===== config.mk =====
export PLATFORM = sky130hd
export DESIGN_NAME = conv_layer_sequencer
export DESIGN_NICKNAME = d
export VERILOG_FILES = /design/src/rtl/seq_pkg.sv /design/src/rtl/seq_phase_counter.sv /design/src/rtl/conv_layer_sequencer.sv
export SDC_FILE = /design/constraint.sdc
export NUM_CORES = 1
export LEC_CHECK = 0
export CAP_MARGIN = 20
export CORE_ASPECT_RATIO = 1.25
export CORE_MARGIN = 2
export CORE_UTILIZATION = 45
export DETAILED_ROUTE_END_ITERATION = 10
export PLACE_DENSITY = 0.67
export SETUP_SLACK_MARGIN = 0.05
export SYNTH_ARGS = -nofsm -noshare
export SYNTH_HDL_FRONTEND = slang
export SYNTH_SLANG_ARGS = --single-unit

===== constraint.sdc =====
create_clock -name clk -period 3.35 [get_ports clk]
set_clock_uncertainty 0.1 [all_clocks]
set_input_delay 0.335 -clock clk [delete_from_list [all_inputs] [get_ports clk]]
set_output_delay 0.335 -clock clk [all_outputs]
set_load 0.02 [all_outputs]

===== src/rtl/seq_pkg.sv =====
// Shared state encoding and flush-length helper for the convolution layer sequencer.
package seq_pkg;
  localparam logic [2:0] ST_IDLE    = 3'd0;
  localparam logic [2:0] ST_IM2COL  = 3'd1;
  localparam logic [2:0] ST_FEED    = 3'd2;
  localparam logic [2:0] ST_FLUSH   = 3'd3;
  localparam logic [2:0] ST_WAIT_SA = 3'd4;
  localparam logic [2:0] ST_DONE    = 3'd5;
  localparam logic [2:0] ST_ERR     = 3'd6;

  typedef enum logic [2:0] {
    S_IDLE    = ST_IDLE,
    S_IM2COL  = ST_IM2COL,
    S_FEED    = ST_FEED,
    S_FLUSH   = ST_FLUSH,
    S_WAIT_SA = ST_WAIT_SA,
    S_DONE    = ST_DONE,
    S_ERR     = ST_ERR
  } state_t;

  // Zero rows needed to drain a systolic array of M rows by K columns.
  function automatic int unsigned flush_len(input int unsigned m, input int unsigned k);
    return m + k - 1;
  endfunction
endpackage


===== src/rtl/seq_phase_counter.sv =====
// Clearable up-counter with terminal-count compare; used for the feed index and phase timing.
module seq_phase_counter #(
  parameter int W = 16
) (
  input  logic         clk,
  input  logic         rst_n,
  input  logic         clr,
  input  logic         en,
  input  logic [W-1:0] term,
  output logic [W-1:0] cnt,
  output logic         tc
);
  always_ff @(posedge clk or negedge rst_n) begin
    if (!rst_n)   cnt <= '0;
    else if (clr) cnt <= '0;
    else if (en)  cnt <= cnt + 1'b1;
  end

  assign tc = (cnt == term);
endmodule


===== src/rtl/conv_layer_sequencer.sv =====
// Layer control FSM: im2col, operand feed, zero flush, wait for array, done pulse.
// Define SEQ_WATCHDOG_EN to add the IM2COL/WAIT_SA timeout and the sticky ERR state.
module conv_layer_sequencer
  import seq_pkg::*;
#(
  parameter int M       = 16,
  parameter int N       = 16,
  parameter int K       = 7,
  parameter int IDX_W   = 16,
  parameter int TIMEOUT = 4096
) (
  input  logic             clk,
  input  logic             rst_n,
  input  logic             start,
  input  logic             abort,
  output logic             im2col_en,
  input  logic             im2col_done,
  output logic             sa_en,
  input  logic             sa_done,
  output logic             feed_valid,
  output logic [IDX_W-1:0] feed_idx,
  output logic             feed_zero,
  output logic             busy,
  output logic             done,
  output logic             error
);
  localparam int unsigned           FL         = flush_len(M, K);
  localparam logic [IDX_W-1:0]      FEED_LAST  = IDX_W'(N - 1);
  localparam logic [IDX_W-1:0]      FLUSH_LAST = IDX_W'(FL - 1);
  localparam logic [IDX_W-1:0]      WD_LAST    = IDX_W'(TIMEOUT - 1);

  state_t           state, nxt;
  logic             sa_seen;
  logic             idx_clr, idx_en, idx_tc;
  logic             ph_clr, ph_en, ph_tc;
  logic [IDX_W-1:0] ph_term;
  logic [IDX_W-1:0] ph_cnt;

  // Feed index: counts through FEED, holds N-1 through FLUSH, zero elsewhere.
  assign idx_clr = !(nxt == S_FEED || nxt == S_FLUSH) || (nxt == S_FEED && state != S_FEED);
  assign idx_en  = (nxt == S_FEED) && (state == S_FEED);

  seq_phase_counter #(.W(IDX_W)) u_idx (
    .clk(clk), .rst_n(rst_n), .clr(idx_clr), .en(idx_en),
    .term(FEED_LAST), .cnt(feed_idx), .tc(idx_tc)
  );

  // Phase counter restarts on every state change; times FLUSH and the watchdog.
  assign ph_clr  = (nxt != state);
  assign ph_en   = (state == S_IM2COL) || (state == S_FLUSH) || (state == S_WAIT_SA);
  assign ph_term = (state == S_FLUSH) ? FLUSH_LAST : WD_LAST;

  seq_phase_counter #(.W(IDX_W)) u_phase (
    .clk(clk), .rst_n(rst_n), .clr(ph_clr), .en(ph_en),
    .term(ph_term), .cnt(ph_cnt), .tc(ph_tc)
  );

  always_ff @(posedge clk or negedge rst_n) begin
    if (!rst_n) state <= S_IDLE;
    else        state <= nxt;
  end

  always_comb begin
    nxt = state;
    case (state)
      S_IDLE:    if (start && !abort) nxt = S_IM2COL;
      S_IM2COL: begin
        if (im2col_done) nxt = S_FEED;
`ifdef SEQ_WATCHDOG_EN
        else if (ph_tc)  nxt = S_ERR;
`endif
      end
      S_FEED:    if (idx_tc) nxt = S_FLUSH;
      S_FLUSH:   if (ph_tc)  nxt = S_WAIT_SA;
      S_WAIT_SA: begin
        if (sa_done || sa_seen) nxt = S_DONE;
`ifdef SEQ_WATCHDOG_EN
        else if (ph_tc)         nxt = S_ERR;
`endif
      end
      S_DONE:    nxt = S_IDLE;
`ifdef SEQ_WATCHDOG_EN
      S_ERR:     if (start) nxt = S_IM2COL;
`endif
      default:   nxt = S_IDLE;
    endcase
    if (abort && state != S_IDLE) nxt = S_IDLE;
  end

  // An early completion from the array must not be lost before WAIT_SA.
  always_ff @(posedge clk or negedge rst_n) begin
    if (!rst_n)                              sa_seen <= 1'b0;
    else if (nxt == S_FEED && state != S_FEED) sa_seen <= 1'b0;
    else if (sa_done && (state == S_FEED || state == S_FLUSH)) sa_seen <= 1'b1;
  end

  always_ff @(posedge clk or negedge rst_n) begin
    if (!rst_n) begin
      im2col_en  <= 1'b0;
      sa_en      <= 1'b0;
      feed_valid <= 1'b0;
      feed_zero  <= 1'b0;
      busy       <= 1'b0;
      done       <= 1'b0;
    end else begin
      im2col_en  <= (nxt == S_IM2COL);
      sa_en      <= (nxt == S_FEED) || (nxt == S_FLUSH) || (nxt == S_WAIT_SA);
      feed_valid <= (nxt == S_FEED);
      feed_zero  <= (nxt == S_FLUSH);
      busy       <= (nxt != S_IDLE) && (nxt != S_ERR);
      done       <= (nxt == S_DONE);
    end
  end

`ifdef SEQ_WATCHDOG_EN
  always_ff @(posedge clk or negedge rst_n) begin
    if (!rst_n)                error <= 1'b0;
    else if (nxt == S_ERR)     error <= 1'b1;
    else if (nxt == S_IM2COL)  error <= 1'b0;
  end
`else
  assign error = 1'b0;
`endif
endmodule


* After elaboration in Yosys (flattened, before gate mapping)
Cells that the tools add are included.
** Operators by class
- Reduce and logical (&&, ||, !) cells :: 21
- Multiplexer cells :: 14
- Div/mod/pow operators :: 0
- Add/sub/neg operators :: 2
- Shift-type cells :: 0
- $mul :: 0
- Equal/unequal tests :: 14
- Order comparisons :: 0
- Bitwise operators :: 0
** Operators with widths (number)
- 16-bit 2-to-1 mux :: 4
- 16-bit by 1-bit adder with 16-bit output (second input constant) :: 2
- 3-bit 2-to-1 mux :: 6
- 16-bit by 12-bit equality test with 1-bit output :: 1
- 16-bit by 4-bit equality test with 1-bit output (second input constant) :: 1
- 3-bit one-hot mux with 5 select lines :: 1
- 3-bit by 2-bit equality test with 1-bit output (second input constant) :: 4
- 12-bit 2-to-1 mux :: 1
- 3-bit equality test (second input constant) :: 3
- 1-bit logical OR :: 7
- 3-bit by 1-bit equality test with 1-bit output (second input constant) :: 2
- 1-bit logical AND :: 6
- 2-bit nonzero test :: 3
- 3-bit nonzero test :: 2
- 3-bit zero test :: 1
- 3-bit by 2-bit inequality test with 1-bit output (second input constant) :: 1
- 3-bit inequality test :: 1
- 3-bit inequality test (second input constant) :: 1
- 1-bit zero test :: 2
- 1-bit 2-to-1 mux :: 2
** Storage, ports and cells
- Input port bits :: 6
- Bits in writable memories :: 0
- Word-level logic and storage cells :: 61
- Latch bits :: 0
- Output and inout bits :: 23
- Flip-flop bits (word level) :: 42
- Memories kept :: 0
- Bits in read-only memories :: 0

* Depth between registers and ports, before layout
- Word-level depth :: 11
- Depth in mapped cells :: 9
- Depth with buffers taken out :: 7

* Modules after synthesis
From an unflattened synthesis, not the netlist that was laid out.
** Unflattened totals
- Cell total of the unflattened synthesis :: 271
- Area total of the unflattened synthesis :: 2617.5 um2
** Modules (own cells, without submodules)
- seq_phase_counter :: area each 1024.7 um2, times used 2, cells each 104, seq. area each 400.4 um2
- conv_layer_sequencer :: area each 568.0 um2, times used 1, cells each 63, seq. area each 250.2 um2

* Worst setup path after synthesis
OpenSTA, ideal clock, no wires.
- Path type :: flip-flop to flip-flop
- Start point :: register u_idx.cnt[4]
- End point :: register u_phase.cnt[14]
- Period minus slack after synthesis :: 2.423 ns
- Arrival time :: 2.239 ns
- Setup slack :: 0.927 ns
- Stages on the path, launching flop included :: 7
- Library setup time :: 0.084 ns
- Data required time :: 3.166 ns
- Path buffers :: 1
- Path through :: dfrtp_1 or4_1 or4_4 and3_4 o22a_4 buf_6 nor3_2
** Between the ends
- Longest elaborated chain between the ends :: 6
- Elaborated cells between the ends (all ways) :: 7
- Classes of those cells :: 2 x eq/ne; 4 x mux; 1 x reduce/logical
** RTL lines
- start: declaration :: RTL line seq_phase_counter.sv:10 : output logic [W-1:0] cnt,
- start signal: assignment :: RTL line seq_phase_counter.sv:16 : else if (en) cnt <= cnt + 1'b1;
- 16-bit by 4-bit equality test with 1-bit output * :: RTL line seq_phase_counter.sv:19 : assign tc = (cnt == term);
- 3-bit 2-to-1 mux * :: RTL line conv_layer_sequencer.sv:73 : S_FEED: if (idx_tc) nxt = S_FLUSH;
- 3-bit one-hot mux with 5 select lines * :: RTL line conv_layer_sequencer.sv:65 : case (state)
- 3-bit 2-to-1 mux * :: RTL line conv_layer_sequencer.sv:87 : if (abort && state != S_IDLE) nxt = S_IDLE;
- 3-bit inequality test * :: RTL line conv_layer_sequencer.sv:49 : assign ph_clr = (nxt != state);
- 16-bit 2-to-1 mux or 2-bit nonzero test (tied branches)
- end signal: assignment :: RTL line seq_phase_counter.sv:16
- end: declaration :: RTL line seq_phase_counter.sv:10
Mark *: on every way between the ends. The rest lies on a longest branch, timed or not.
A chain may end at the register's enable or synchronous reset.

* Worst setup path in the final report
- Start point :: register u_idx.cnt[4]
- End point :: register u_idx.cnt[15]
** Between the ends
- Longest elaborated chain between the ends :: 9
- Elaborated cells between the ends (all ways) :: 15
- Classes of those cells :: 1 x add/sub; 3 x eq/ne; 5 x mux; 6 x reduce/logical
** RTL lines
- 16-bit by 4-bit equality test with 1-bit output :: RTL line seq_phase_counter.sv:19
- 3-bit 2-to-1 mux :: RTL line conv_layer_sequencer.sv:73
- 3-bit one-hot mux with 5 select lines :: RTL line conv_layer_sequencer.sv:65
- 3-bit 2-to-1 mux :: RTL line conv_layer_sequencer.sv:87
- 3-bit by 2-bit equality test with 1-bit output (on tied branches) :: RTL line conv_layer_sequencer.sv:40, conv_layer_sequencer.sv:41
- 1-bit logical OR :: RTL line conv_layer_sequencer.sv:40 : assign idx_clr = !(nxt == S_FEED || nxt == S_FLUSH) || (nxt == S_FEED && state != S_FEED);
- 1-bit zero test :: RTL line conv_layer_sequencer.sv:40
- 1-bit logical OR :: RTL line conv_layer_sequencer.sv:40
- 16-bit 2-to-1 mux or 2-bit nonzero test (tied branches)
Parallel ways exist; a longest one is shown, timed or not. The select of a mux whose other input is x is not followed.

==> flow_summary.json <==
{
  "drc": 0,
  "synthesis.area_sq_mm": 0.00234,
  "antennaDiodeCount": 0,
  "setup_ws_ps": 859,
  "crit_path_end_kind": "flip-flop",
  "yosysUniqueCellTypes": 49,
  "drv_slew": 0,
  "relSlewSlack": 0.380,
  "die_w_um": 68.5,
  "fmax_ghz": 0.401,
  "cts_root_buf": "clkbuf_8",
  "wl_per_cell_um": 14.6,
  "drt_iter0_drc": 142,
  "cts_tree": "yes",
  "design.die.area_sq_mm": 0.00580,
  "tns_ps": 0,
  "grt.total_usage": 0.182,
  "status": "finished clean",
  "num_vias": 1844,
  "cts_sinks": 42,
  "row_count": 29,
  "drv_cap": 0,
  "wl_um": 4690,
  "grt_pass1_vias": 1763,
  "p_sw_frac": 0.310,
  "cts_buffers": 5,
  "fin_nets": 269,
  "antenna_found_initial": 0,
  "hp-class": "primary input to async pin",
  "grt_overflow": 0,
  "insertion_delay_ps": 290,
  "die_h_um": 84.6,
  "synth_area_leaders": "dfrtp_1 45%, nor3_2 4.3%, xnor2_1 3.7%",
  "place_congestion": 0.724,
  "yosys.area.top_type_share": 0.449,
  "cts_hold_buf": 0,
  "multi_input_area_sq_mm": 0.00119,
  "regArea_sq_mm": 0.00105,
  "core_sq_mm": 0.00504,
  "min_period_ps": 2490,
  "synth_edf_count": 0,
  "post_cts_buffers": 0,
  "synth_ff_type": "dfrtp_1",
  "syn_to_final_growth_pct": 16.1,
  "final_util": 0.539,
  "place.port_buffers": 27,
  "worst_ir_drop_vdd_mv": 0.342,
  "p_sw_w": 0.000354,
  "cp.required_ps": 3390,
  "synth_nets": 244,
  "cts_htree_levels": 2,
  "critPathMaxFanout": 29,
  "ctsResizeCount": 0,
  "syn_inst": 236,
  "fin_crit_sh": 0.744,
  "fillers": 486,
  "ys_seq_area_frac": 0.449,
  "critical_path_class": "flip-flop to flip-flop",
  "start_util": 0.464,
  "vias_per_cell": 5.73,
  "finalPower_w": 0.00114,
  "internal_power_w": 0.000787,
  "final-setup-viol-count": 0,
  "dr.pass1.iters": 4,
  "hpwlAfterDp_um": 3250,
  "ant_nets": 0,
  "grt_max_degree": 43,
  "finalHoldViolations": 0,
  "cp-start-kind": "flip-flop",
  "clkPwrFrac": 0.278,
  "rsz0062_at_grt": "no",
  "synthArstFlopShare": 1.00,
  "tightest_slew_ps": 930,
  "synth.largest_area_cell": "dfrtp_1",
  "ys_ff_latch": 42,
  "leakagePower_nw": 1.05,
  "dp_slack_ps": 573,
  "p_comb_frac": 0.223,
  "seq_power_share": 0.499,
  "yosys_warnings": 0,
  "cts.path.max_buffers": 2,
  "grt_pass1_wl_um": 8090,
  "io_pins": 29,
  "clkTransAtPathRegs_ps": 80,
  "critPathArrivalTime_ps": 2540,
  "power.density_mw_per_mm2": 420,
  "worst-r2r-cell-count": 6,
  "avgSynthCellArea_sq_um": 9.91,
  "drive_gt1_frac": 0.158
}
==> through the flow <==
step / hold slack [ps] / area, sq um / instances
final: 82.9 / 2720 / 322
after global routing: 175 / 2720 / 322
after CTS: 112 / 2720 / 322
after detailed placement: 396 / 2630 / 316
after global placement: 380 / 2630 / 316
after floorplan: -60.6 / 2340 / 236
==> worst max-delay path, cell delays in order, from the launching register on <==
cell,delay (ps)
dfrtp_1,440
or4_1,540
or4_4,550
a31oi_2,170
buf_4,310
or4_1,170
a21oi_1,60
==> synth_stat cells, drive strengths merged (4+ instances only) <==
cell and number:
nand3 11, clkbuf 5, nand4 9, nor2 13
buf 6, or4 8, and3 6, xnor2 10
xor2 5, inv 8, nor3 18, nand2 13
o21ai 12, nor4 4, o31ai 6, or3 13
a21oi 19, dfrtp 42
==> routing by layer <==
layer	routed length, um	up-vias	global-route usage	part of all wire
met5	0	-	0	0
met4	96	0	0.0764	0.020
met3	171	8	0.0442	0.036
met2	2330	34	0.291	0.50
met1	2090	892	0.231	0.45
li1	-	910	-	-
==> cells by family (layout without fill, tap and decap cells) <==
family / Yosys count / after routing / synth area share
and+or+nand+nor: 108 / 108 / 0.284
muxes: 1 / 1 / 0.00428
DFF: 42 / 42 / 0.449
xor gates and xnor gates: 15 / 15 / 0.0561
AOI/OAI and AO/OA: 47 / 47 / 0.147
buffers and inverters: 19 / 43 / 0.0428
other: 1 / 1 / 0.00160
adders and majority gates: 3 / 3 / 0.0150
==> layout by cell type (no fill, tap or decap), types with 2 or more instances in the layout <==
master           instances
nand4_1                  9
nand2_1                 13
a21oi_2                  7
and3_1                   5
a21oi_1                 12
xor2_1                   5
nor3_1                   8
clkbuf_8                 6
o21ai_1                  2
buf_4                    2
nor3_2                  10
nand2b_1                 2
and4_1                   2
o31ai_1                  6
xnor2_1                 10
dfrtp_1                 42
clkdlybuf4s50_1         26
nor2_1                  13
o21ai_0                  2
o21ai_2                  8
ha_1                     2
nor4_1                   4
or3_1                   13
nand3_1                 11
nor4b_1                  2
or3b_2                   2
or4_1                    7
and2_1                   2
inv_1                    8
==> power by group through the flow <==
stage	Combinational, W	Clock (W)	Sequential, W
final	0.000254	0.000317	0.000570
after global routing	0.000280	0.000349	0.000575
after CTS	0.000258	0.000331	0.000569
after detailed placement	0.000257	0	0.000580
after global placement	0.000255	0	0.000579
after floorplan	0.000186	0	0.000580
==> state kept, by name, summed over array words and instances (netlist names) <==
| signal | cells |
|---|---|
| state | 3 |
| sa_en | 1 |
| done | 1 |
| u_phase.cnt | 16 |
| busy | 1 |
| im2col_en | 1 |
| u_idx.cnt | 16 |
| feed_valid | 1 |
| feed_zero | 1 |
| sa_seen | 1 |
==> path summary, 6_finish.rpt <==
path | end | from | slack [ps]
worst min-delay path | u_idx.cnt[14]$_DFFE_PN0P_ | rst_n | 80
worst max-delay path | u_idx.cnt[15]$_DFFE_PN0P_ | u_idx.cnt[4]$_DFFE_PN0P_ | 860
worst min register to register | sa_seen$_DFFE_PN0P_ | sa_seen$_DFFE_PN0P_ | 410
worst max register to register | u_idx.cnt[15]$_DFFE_PN0P_ | u_idx.cnt[4]$_DFFE_PN0P_ | 860
min in group clk | sa_seen$_DFFE_PN0P_ | sa_seen$_DFFE_PN0P_ | 410
max in group asynchronous | u_phase.cnt[7]$_DFFE_PN0P_ | rst_n | 2490
==> cell type report <==
| class | instances | area share |
|---|---|---|
| clock buffers | 6 | 0.0304 |
| inverters | 8 | 0.0111 |
| multi-input cells | 175 | 0.440 |
| flip-flops and latches | 42 | 0.387 |
| well taps | 62 | 0.0286 |
| repair buffers | 29 | 0.103 |
Power figures use the tool's default switching activity.
